$ cat src/rtl/mips32_mem_pkg.sv
// mips32_mem_pkg
// Shared types and constants for the MIPS32 single-port memory arbiter.
// Used by the arbiter, its priority picker, the pipeline wrapper and the bench.
//   req_tag_e   : owner tag carried alongside a read command
//   arb_state_e : arbiter FSM states
//   GNT_*_OH    : one-hot grant encodings, bit 0 = I, bit 1 = D, bit 2 = L
package mips32_mem_pkg;

    localparam int unsigned MEM_AW = 10;
    localparam int unsigned MEM_DW = 32;

    typedef enum logic [1:0] {
        TAG_NONE = 2'd0,
        TAG_I    = 2'd1,
        TAG_D    = 2'd2,
        TAG_L    = 2'd3
    } req_tag_e;

    typedef enum logic {
        ARB  = 1'b0,
        LOCK = 1'b1
    } arb_state_e;

    localparam logic [2:0] GNT_NONE_OH = 3'b000;
    localparam logic [2:0] GNT_I_OH    = 3'b001;
    localparam logic [2:0] GNT_D_OH    = 3'b010;
    localparam logic [2:0] GNT_L_OH    = 3'b100;

endpackage

$ cat src/rtl/mips32_prio_pick.sv
// mips32_prio_pick
// Combinational three-way priority selector for the memory arbiter.
//   i_req_i, d_req_i, l_req_i : pending requests
//   promote_i                 : fetch has waited long enough to beat data
//   lock_i                    : loader burst lock in force (only L may win)
//   gnt_o                     : one-hot grant {L, D, I}
module mips32_prio_pick
    import mips32_mem_pkg::*;
(
    input  logic       i_req_i,
    input  logic       d_req_i,
    input  logic       l_req_i,
    input  logic       promote_i,
    input  logic       lock_i,
    output logic [2:0] gnt_o
);

    // Loader always first; promotion only swaps I ahead of D, never breaks a lock.
    always_comb begin
        gnt_o = GNT_NONE_OH;
        if (lock_i) begin
            if (l_req_i) begin
                gnt_o = GNT_L_OH;
            end else begin
                gnt_o = GNT_NONE_OH;
            end
        end else if (l_req_i) begin
            gnt_o = GNT_L_OH;
        end else if (promote_i && i_req_i) begin
            gnt_o = GNT_I_OH;
        end else if (d_req_i) begin
            gnt_o = GNT_D_OH;
        end else if (i_req_i) begin
            gnt_o = GNT_I_OH;
        end else begin
            gnt_o = GNT_NONE_OH;
        end
    end

endmodule

$ cat src/rtl/mips32_mem_arbiter.sv
// mips32_mem_arbiter
// Shares one synchronous 1024x32 word memory between fetch (I), data (D) and
// the loader/debug port (L). Grants are combinational from requests and
// registered state; the winning command is registered onto mem_* the next
// cycle, and read data is routed back two cycles after the grant using a
// two-stage owner tag pipe.
//   clk, rst_n                 : clock, synchronous active-low reset
//   i_req/i_addr               : fetch read request      -> i_gnt, i_rvalid, i_rdata
//   d_req/d_we/d_addr/d_wdata  : data load/store request -> d_gnt, d_rvalid, d_rdata
//   l_req/l_we/l_lock/l_addr/l_wdata : loader request with burst lock
//                              -> l_gnt, l_rvalid, l_rdata
//   mem_en/mem_we/mem_addr/mem_wdata : registered memory command
//   mem_rdata                  : memory read data, valid the cycle after a read command
module mips32_mem_arbiter
    import mips32_mem_pkg::*;
#(
    parameter int unsigned AW         = MEM_AW,
    parameter int unsigned DW         = MEM_DW,
    parameter int unsigned STARVE_MAX = 4
) (
    input  logic          clk,
    input  logic          rst_n,
    input  logic          i_req,
    input  logic [AW-1:0] i_addr,
    output logic          i_gnt,
    output logic          i_rvalid,
    output logic [DW-1:0] i_rdata,
    input  logic          d_req,
    input  logic          d_we,
    input  logic [AW-1:0] d_addr,
    input  logic [DW-1:0] d_wdata,
    output logic          d_gnt,
    output logic          d_rvalid,
    output logic [DW-1:0] d_rdata,
    input  logic          l_req,
    input  logic          l_we,
    input  logic          l_lock,
    input  logic [AW-1:0] l_addr,
    input  logic [DW-1:0] l_wdata,
    output logic          l_gnt,
    output logic          l_rvalid,
    output logic [DW-1:0] l_rdata,
    output logic          mem_en,
    output logic          mem_we,
    output logic [AW-1:0] mem_addr,
    output logic [DW-1:0] mem_wdata,
    input  logic [DW-1:0] mem_rdata
);

    localparam logic [3:0] STARVE_LIM = 4'(STARVE_MAX);

    arb_state_e    state_q, state_d;
    logic [3:0]    starve_q, starve_d;
    logic          mem_en_q, mem_en_d;
    logic          mem_we_q, mem_we_d;
    logic [AW-1:0] mem_addr_q, mem_addr_d;
    logic [DW-1:0] mem_wdata_q, mem_wdata_d;
    req_tag_e      tag_cmd_q, tag_cmd_d;
    req_tag_e      tag_rsp_q;

    logic          promote_s;
    logic          lock_s;
    logic [2:0]    pick_s;
    logic [2:0]    gnt_s;

    assign promote_s = (starve_q == STARVE_LIM);
    // The cycle that drops l_lock already arbitrates with normal priority.
    assign lock_s    = (state_q == LOCK) && l_lock;

    mips32_prio_pick u_pick (
        .i_req_i   (i_req),
        .d_req_i   (d_req),
        .l_req_i   (l_req),
        .promote_i (promote_s),
        .lock_i    (lock_s),
        .gnt_o     (pick_s)
    );

    assign gnt_s = rst_n ? pick_s : GNT_NONE_OH;
    assign i_gnt = gnt_s[0];
    assign d_gnt = gnt_s[1];
    assign l_gnt = gnt_s[2];

    // Next-state: FSM, starvation counter and the command/tag to register.
    always_comb begin
        state_d     = state_q;
        starve_d    = starve_q;
        mem_en_d    = 1'b0;
        mem_we_d    = 1'b0;
        mem_addr_d  = mem_addr_q;
        mem_wdata_d = mem_wdata_q;
        tag_cmd_d   = TAG_NONE;

        case (state_q)
            ARB: begin
                if (l_gnt && l_lock) begin
                    state_d = LOCK;
                end else begin
                    state_d = ARB;
                end
            end
            LOCK: begin
                if (!l_lock) begin
                    state_d = ARB;
                end else begin
                    state_d = LOCK;
                end
            end
            default: state_d = ARB;
        endcase

        if (i_req && !i_gnt) begin
            if (starve_q < STARVE_LIM) begin
                starve_d = starve_q + 4'd1;
            end else begin
                starve_d = starve_q;
            end
        end else begin
            starve_d = 4'd0;
        end

        case (gnt_s)
            GNT_I_OH: begin
                mem_en_d   = 1'b1;
                mem_addr_d = i_addr;
                tag_cmd_d  = TAG_I;
            end
            GNT_D_OH: begin
                mem_en_d    = 1'b1;
                mem_we_d    = d_we;
                mem_addr_d  = d_addr;
                mem_wdata_d = d_wdata;
                tag_cmd_d   = d_we ? TAG_NONE : TAG_D;
            end
            GNT_L_OH: begin
                mem_en_d    = 1'b1;
                mem_we_d    = l_we;
                mem_addr_d  = l_addr;
                mem_wdata_d = l_wdata;
                tag_cmd_d   = l_we ? TAG_NONE : TAG_L;
            end
            default: begin
                mem_en_d  = 1'b0;
                tag_cmd_d = TAG_NONE;
            end
        endcase
    end

    // State, command register and tag pipe; reset drops any in-flight read.
    always_ff @(posedge clk) begin
        if (!rst_n) begin
            state_q     <= ARB;
            starve_q    <= 4'd0;
            mem_en_q    <= 1'b0;
            mem_we_q    <= 1'b0;
            mem_addr_q  <= {AW{1'b0}};
            mem_wdata_q <= {DW{1'b0}};
            tag_cmd_q   <= TAG_NONE;
            tag_rsp_q   <= TAG_NONE;
        end else begin
            state_q     <= state_d;
            starve_q    <= starve_d;
            mem_en_q    <= mem_en_d;
            mem_we_q    <= mem_we_d;
            mem_addr_q  <= mem_addr_d;
            mem_wdata_q <= mem_wdata_d;
            tag_cmd_q   <= tag_cmd_d;
            tag_rsp_q   <= tag_cmd_q;
        end
    end

    assign mem_en    = mem_en_q;
    assign mem_we    = mem_we_q;
    assign mem_addr  = mem_addr_q;
    assign mem_wdata = mem_wdata_q;

    // The response stage tag selects which requester sees mem_rdata.
    assign i_rvalid = (tag_rsp_q == TAG_I);
    assign d_rvalid = (tag_rsp_q == TAG_D);
    assign l_rvalid = (tag_rsp_q == TAG_L);
    assign i_rdata  = i_rvalid ? mem_rdata : {DW{1'b0}};
    assign d_rdata  = d_rvalid ? mem_rdata : {DW{1'b0}};
    assign l_rdata  = l_rvalid ? mem_rdata : {DW{1'b0}};

endmodule

$ cat config.mk
export PLATFORM = sky130hd
export DESIGN_NAME = mips32_mem_arbiter
export DESIGN_NICKNAME = d
export VERILOG_FILES = /design/src/rtl/mips32_mem_pkg.sv /design/src/rtl/mips32_prio_pick.sv /design/src/rtl/mips32_mem_arbiter.sv
export SDC_FILE = /design/constraint.sdc
export NUM_CORES = 1
export LEC_CHECK = 0
export BUFFER_PORTS_ARGS = -buffer_cell sky130_fd_sc_hd__buf_2
export CAP_MARGIN = 20
export CORE_AREA = 3 3 107 109
export DETAILED_ROUTE_END_ITERATION = 10
export DIE_AREA = 0 0 110 112
export PLACE_DENSITY_LB_ADDON = 0.12
export SETUP_SLACK_MARGIN = 0.05
export SKIP_LAST_GASP = 1
export SLEW_MARGIN = 5
export SYNTH_ARGS = -nofsm -noshare
export SYNTH_HDL_FRONTEND = slang
export SYNTH_HIERARCHICAL = 1
export SYNTH_SLANG_ARGS = --single-unit
$ cat constraint.sdc
create_clock -name clk -period 2.4 [get_ports clk]
set_clock_uncertainty 0.1 [all_clocks]
set_input_delay 0.24 -clock clk [delete_from_list [all_inputs] [get_ports clk]]
set_output_delay 0.24 -clock clk [all_outputs]
set_load 0.01 [all_outputs]
Yosys cells after proc, flatten, opt, wreduce, memory -nomap -nowiden. Index checks and enable logic that the tools add are counted.

Flip-flop bits (word level): 53. Input bits: 134. Output and inout bits: 146.

Add/sub/neg operators: 1. Order comparisons: 1. Equal/unequal tests: 7. Multiplexer cells: 20. Bitwise operators: 1. Reduce and logical (&&, ||, !) cells: 9.

Operator list (number): 32-bit 2-to-1 mux (3); 32-bit one-hot mux with 2 select lines (1); 10-bit one-hot mux with 3 select lines (1); 3-bit 2-to-1 mux (6); 2-bit one-hot mux with 3 select lines (1); 4-bit by 1-bit adder with 4-bit output, second input constant (1); 2-bit equality test, second input constant (2); 4-bit by 3-bit equality test with 1-bit output, second input constant (1); 1-bit logical AND (4); 4-bit by 3-bit < comparator with 1-bit output, second input constant (1); 1-bit 2-to-1 mux (4); 2-bit 2-to-1 mux (2); 1-bit one-hot mux with 2 select lines (2); 3-bit by 1-bit equality test with 1-bit output, second input constant (1); 3-bit by 2-bit equality test with 1-bit output, second input constant (1); 3-bit equality test, second input constant (1); 3-bit nonzero test (1); 3-bit OR reduction (1); 2-bit by 1-bit equality test with 1-bit output, second input constant (1); 2-bit AND reduction (1); 2-bit nonzero test (1); 1-bit logical NOT (1); 1-bit inverter (1).

Depth between registers and ports, before layout.
Depth after elaboration: 9. Depth in mapped cells: 11.

Modules after synthesis. Netlist, hierarchy kept.

Modules (own cells, without submodules): mips32_mem_arbiter (times used 1, cells each 391, area each 3484.6 sq um, seq. area each 1061.0 sq um); mips32_prio_pick (times used 1, cells each 6, area each 33.8 sq um, seq. area each 0.0 sq um).

Worst setup path after synthesis. No wires, ideal clock.

Path type: flip-flop to flip-flop. Start point: register starve_q[0]. End point: register mem_addr_q[1], in the netlist mem_addr[1]. Arrival time: 1.937 ns. Path slack: 0.244 ns. Stages on the path, launching flop included: 11. Buffers on the path: 2. Period minus slack after synthesis: 2.156 ns. Cells stage by stage: dfxtp_1 -> inv_1 -> ha_1 -> and3_1 -> nand2b_1 -> and3_1 -> nor2b_1 -> buf_2 -> clkbuf_1 -> a22oi_1 -> o221a_2.

Longest elaborated chain between the ends: 8. Elaborated cells between the ends (all ways): 11.

RTL lines: start, declared (RTL line mips32_mem_arbiter.sv:53) `logic [3:0] starve_q, starve_d;`; start signal, assigned (RTL line mips32_mem_arbiter.sv:162) `starve_q <= starve_d;`; 4-bit by 3-bit equality test with 1-bit output (*) (RTL line mips32_mem_arbiter.sv:66) `assign promote_s = (starve_q == STARVE_LIM);`; named net promote_s (RTL line mips32_mem_arbiter.sv:61) `logic promote_s;`; 1-bit logical AND (*) (RTL line mips32_prio_pick.sv:29) `end else if (promote_i && i_req_i) begin`; 3-bit 2-to-1 mux (*) (RTL line mips32_prio_pick.sv:29); 3-bit 2-to-1 mux (*) (RTL line mips32_prio_pick.sv:27) `end else if (l_req_i) begin`; 3-bit 2-to-1 mux (*) (RTL line mips32_prio_pick.sv:21) `if (lock_i) begin`; named net pick_s[0] (RTL line mips32_mem_arbiter.sv:63) `logic [2:0] pick_s;`; 3-bit 2-to-1 mux (*) (RTL line mips32_mem_arbiter.sv:79) `assign gnt_s = rst_n ? pick_s : GNT_NONE_OH;`; 3-bit equality test, or another cell as far along (RTL line mips32_mem_arbiter.sv:122) `case (gnt_s)`; 10-bit one-hot mux with 3 select lines / 3-bit nonzero test (equally long branches); end signal, assigned (RTL line mips32_mem_arbiter.sv:156) `mem_addr_q <= {AW{1'b0}};`; end signal, assigned (RTL line mips32_mem_arbiter.sv:165) `mem_addr_q <= mem_addr_d;`; end, declared (RTL line mips32_mem_arbiter.sv:56) `logic [AW-1:0] mem_addr_q, mem_addr_d;`.

The timed path passes the listed nets; every way through them passes the cells marked *. A chain may end at the register's enable or synchronous reset.

Worst setup path in the final report.
Start point: register starve_q[1]. End point: register mem_addr_q[0], in the netlist mem_addr[0].

Same word-level chain as after synthesis.

==> results.toml <==
[sta]
timing.final.hold_violations = 0
min_period_ps = 2240
rsz0062_at_grt = "false"
fmax_mhz = 446
fin_tns_setup_ps = 0
fin_crit_sh_pct = 93.5
slew_headroom_pct = 65.8
tightest_slew_ps = 514
maxSlewViolCount = 0
setup_viol = 0

[critical_path]
start_kind = "register"
path_max_fanout = 11
cp.arrival_ps = 2340
critPathRequiredTime_ps = 2500
rrSetupSlack_ps = 160
path_class = "register to register"
endpoint_kind = "register"

[power]
p_leak_nw = 2.83
ir_worst_vdd_v = 0.000270
power.density_nw_per_um2 = 434
switching_share_pct = 30.5
seqPwrFrac_pct = 43.3
clkPwrFrac_pct = 26.3
netSwitchingPower_mw = 0.694
pwr-share-comb_pct = 30.4
p_int_mw = 1.58
total_power_mw = 2.27

[synthesis]
yosysUniqueCellTypes = 29
synth_top_area_share_pct = 30.2
ys_seq_area_share_pct = 30.2
syn_inst = 397
synth_area_sq_um = 3520
synth_area_leaders = "dfxtp_1 (30%), and2_1 (13%), a211oi_2 (10%), mux2i_1 (9.1%), a21oi_1 (6.5%)"
avgSynthCellArea_sq_um = 8.86
syn-num-nets = 533
synth_top_area_cell = "dfxtp_1"
synth.yosys.warnings = 6
synth-seq-cells = 53

[cells_and_area]
layout_commonest_cell = "buf_2"
fill_cells = 1021
synthToLayoutAreaGrowth_pct = 48.9
nets = 796
final_cell_mix = "buf_2 (279), and2_1 (71), dfxtp_1 (53)"
final_area_sq_um = 5240
fin_cells = 800
n_antenna_cell = 0
drive_above_1_share_pct = 54.4
fin_util_pct = 49.0

[floorplanning]
initial_core_util_pct = 32.9
dieArea_sq_um = 12300
coreArea_sq_um = 10700
num_io_pins = 280
die_w_um = 110
rows = 38
die_h_um = 112

[clock_network]
clkSinkCount = 53
numCtsBuffers = 5
htreeDepth = 2
clk-insertion-delay-late_ps = 300
cts_tree = "done"
clockBufferDepth = 2
path_clk_slew_ps = 100
root_buffer = "clkbuf_8"

[global_routing]
antenna_found_initial = 1
grt_pass1_vias = 3649
grt_max_degree = 35
grtUsageTotal_pct = 19.0
grt_pass1_wl_mm = 18.8
gr-total-overflow = 0

[placed_design]
port_buffers = 279
gp_congestion = 0.777
dp.cells = 788
dp_hpwl_mm = 9.79
place_area_sq_um = 4990

[drt]
drt-wirelength-per-cell_um = 16.5
drtIter0Drc = 228
drc = 0
avgViaCountPerCell = 4.83
drtAntennaViolNets = 0
dr.pass1.iters = 4
num_vias = 3861
drt_wl_total_mm = 13.2

[worst_hold_path]
hold_class = "primary input to register"

[flow_run]
cap_violations = 0

[status]
status = "completed"
Yosys cell counts, drive strengths merged:
cell and number:
xor2 1, clkbuf 24, and3 35, a21oi 46, a211oi 32, and4bb 2, xnor2 1, ha 2
o21ai 1, o221a 10, nor2b 4, inv 15, nor2 5, nand2b 2, a21o 2, or3b 1
o211a 1, nand3b 21, a22oi 10, buf 20, and2 72, dfxtp 53, nand2 5, mux2i 32
metal layers:
metal / vias up / GRT usage (%) / wire (um)
li1: 1919 / - / -
met1: 1767 / 22.0 / 5110
met2: 160 / 35.3 / 6940
met3: 13 / 4.06 / 1020
met4: 2 / 4.07 / 152
met5: - / 0 / 11
worst max-delay path: stages (launching register included):
cell and delay [ps]:
dfxtp_1 370, inv_1 50, ha_1 160, and3_1 180
nand2b_1 130, and3_1 180, buf_4 150, and4bb_2 230
a21o_2 280, o221a_2 300
area by class of cell:
type / count / area (sq um) / share of cell area (%)
Timing Repair Buffer: 300 / 1660 / 31.7
Clock buffer: 5 / 68.8 / 1.31
Multi-Input combinational cell: 285 / 2180 / 41.7
Tap cell: 140 / 175 / 3.34
Clock inverter: 2 / 35.0 / 0.669
Inverter: 15 / 56.3 / 1.07
Sequential cell: 53 / 1060 / 20.3
state kept, by name, summed over array words and instances, names as in the netlist:
name	flops
starve_q	4
mem_en	1
mem_we	1
state_q	1
tag_cmd_q	2
mem_wdata	32
mem_addr	10
tag_rsp_q	2
kinds of logic (layout without fill, tap and decap cells):
kind of cell | Yosys count | after routing | synth area share, %
AND/OR/NAND/NOR | 147 | 147 | 26.6
AO/OA/AOI/OAI | 102 | 102 | 23.7
buffers and inverters | 59 | 322 | 9.03
flip-flops | 53 | 53 | 30.2
multiplexers | 32 | 32 | 9.10
adder cells (fa/ha/maj) | 2 | 2 | 0.711
XOR/XNOR | 2 | 2 | 0.711
path summary, 6_finish.rpt:
check	from	endpoint	depth (start not counted)
setup / recovery	starve_q[1]$_SDFFE_PN0N_	mem_addr[0]$_SDFFE_PN0P_	9
hold / removal	l_lock	state_q$_SDFF_PN0_	2
setup reg to reg	starve_q[1]$_SDFFE_PN0N_	mem_addr[0]$_SDFFE_PN0P_	9
hold reg to reg	tag_cmd_q[1]$_SDFF_PN0_	tag_rsp_q[1]$_SDFF_PN0_	1
timing repair:
action / in CTS / in global routing
pin swaps: 0 / 1
setup buffers: 0 / 1
hold buffers: 0 / 0
endpoints found under the hold margin: 0 / 0
resized for setup: 3 / 11
gates cloned: 0 / 4
setup endpoints to repair: 2 / 43
per-stage QoR:
| stage | worst slack [ps] | hold WS (ps) |
|---|---|---|
| final | 157 | 81.0 |
| after global routing | 52.8 | 88.5 |
| after CTS | 87.8 | 75.5 |
| after detailed placement | 92.9 | 317 |
| after global placement | 158 | 322 |
| after floorplan | 244 | 280 |
power groups by stage:
stage               clock network, mW  logic (mW)  registers [mW]
floorplan                           0       0.349            1.03
global placement                    0       0.645            1.00
detailed placement                  0       0.657            1.00
CTS                             0.616       0.662           0.984
global route                    0.646       0.754           0.992
finish                          0.598       0.691           0.984
(Power assumes the default switching activity.)
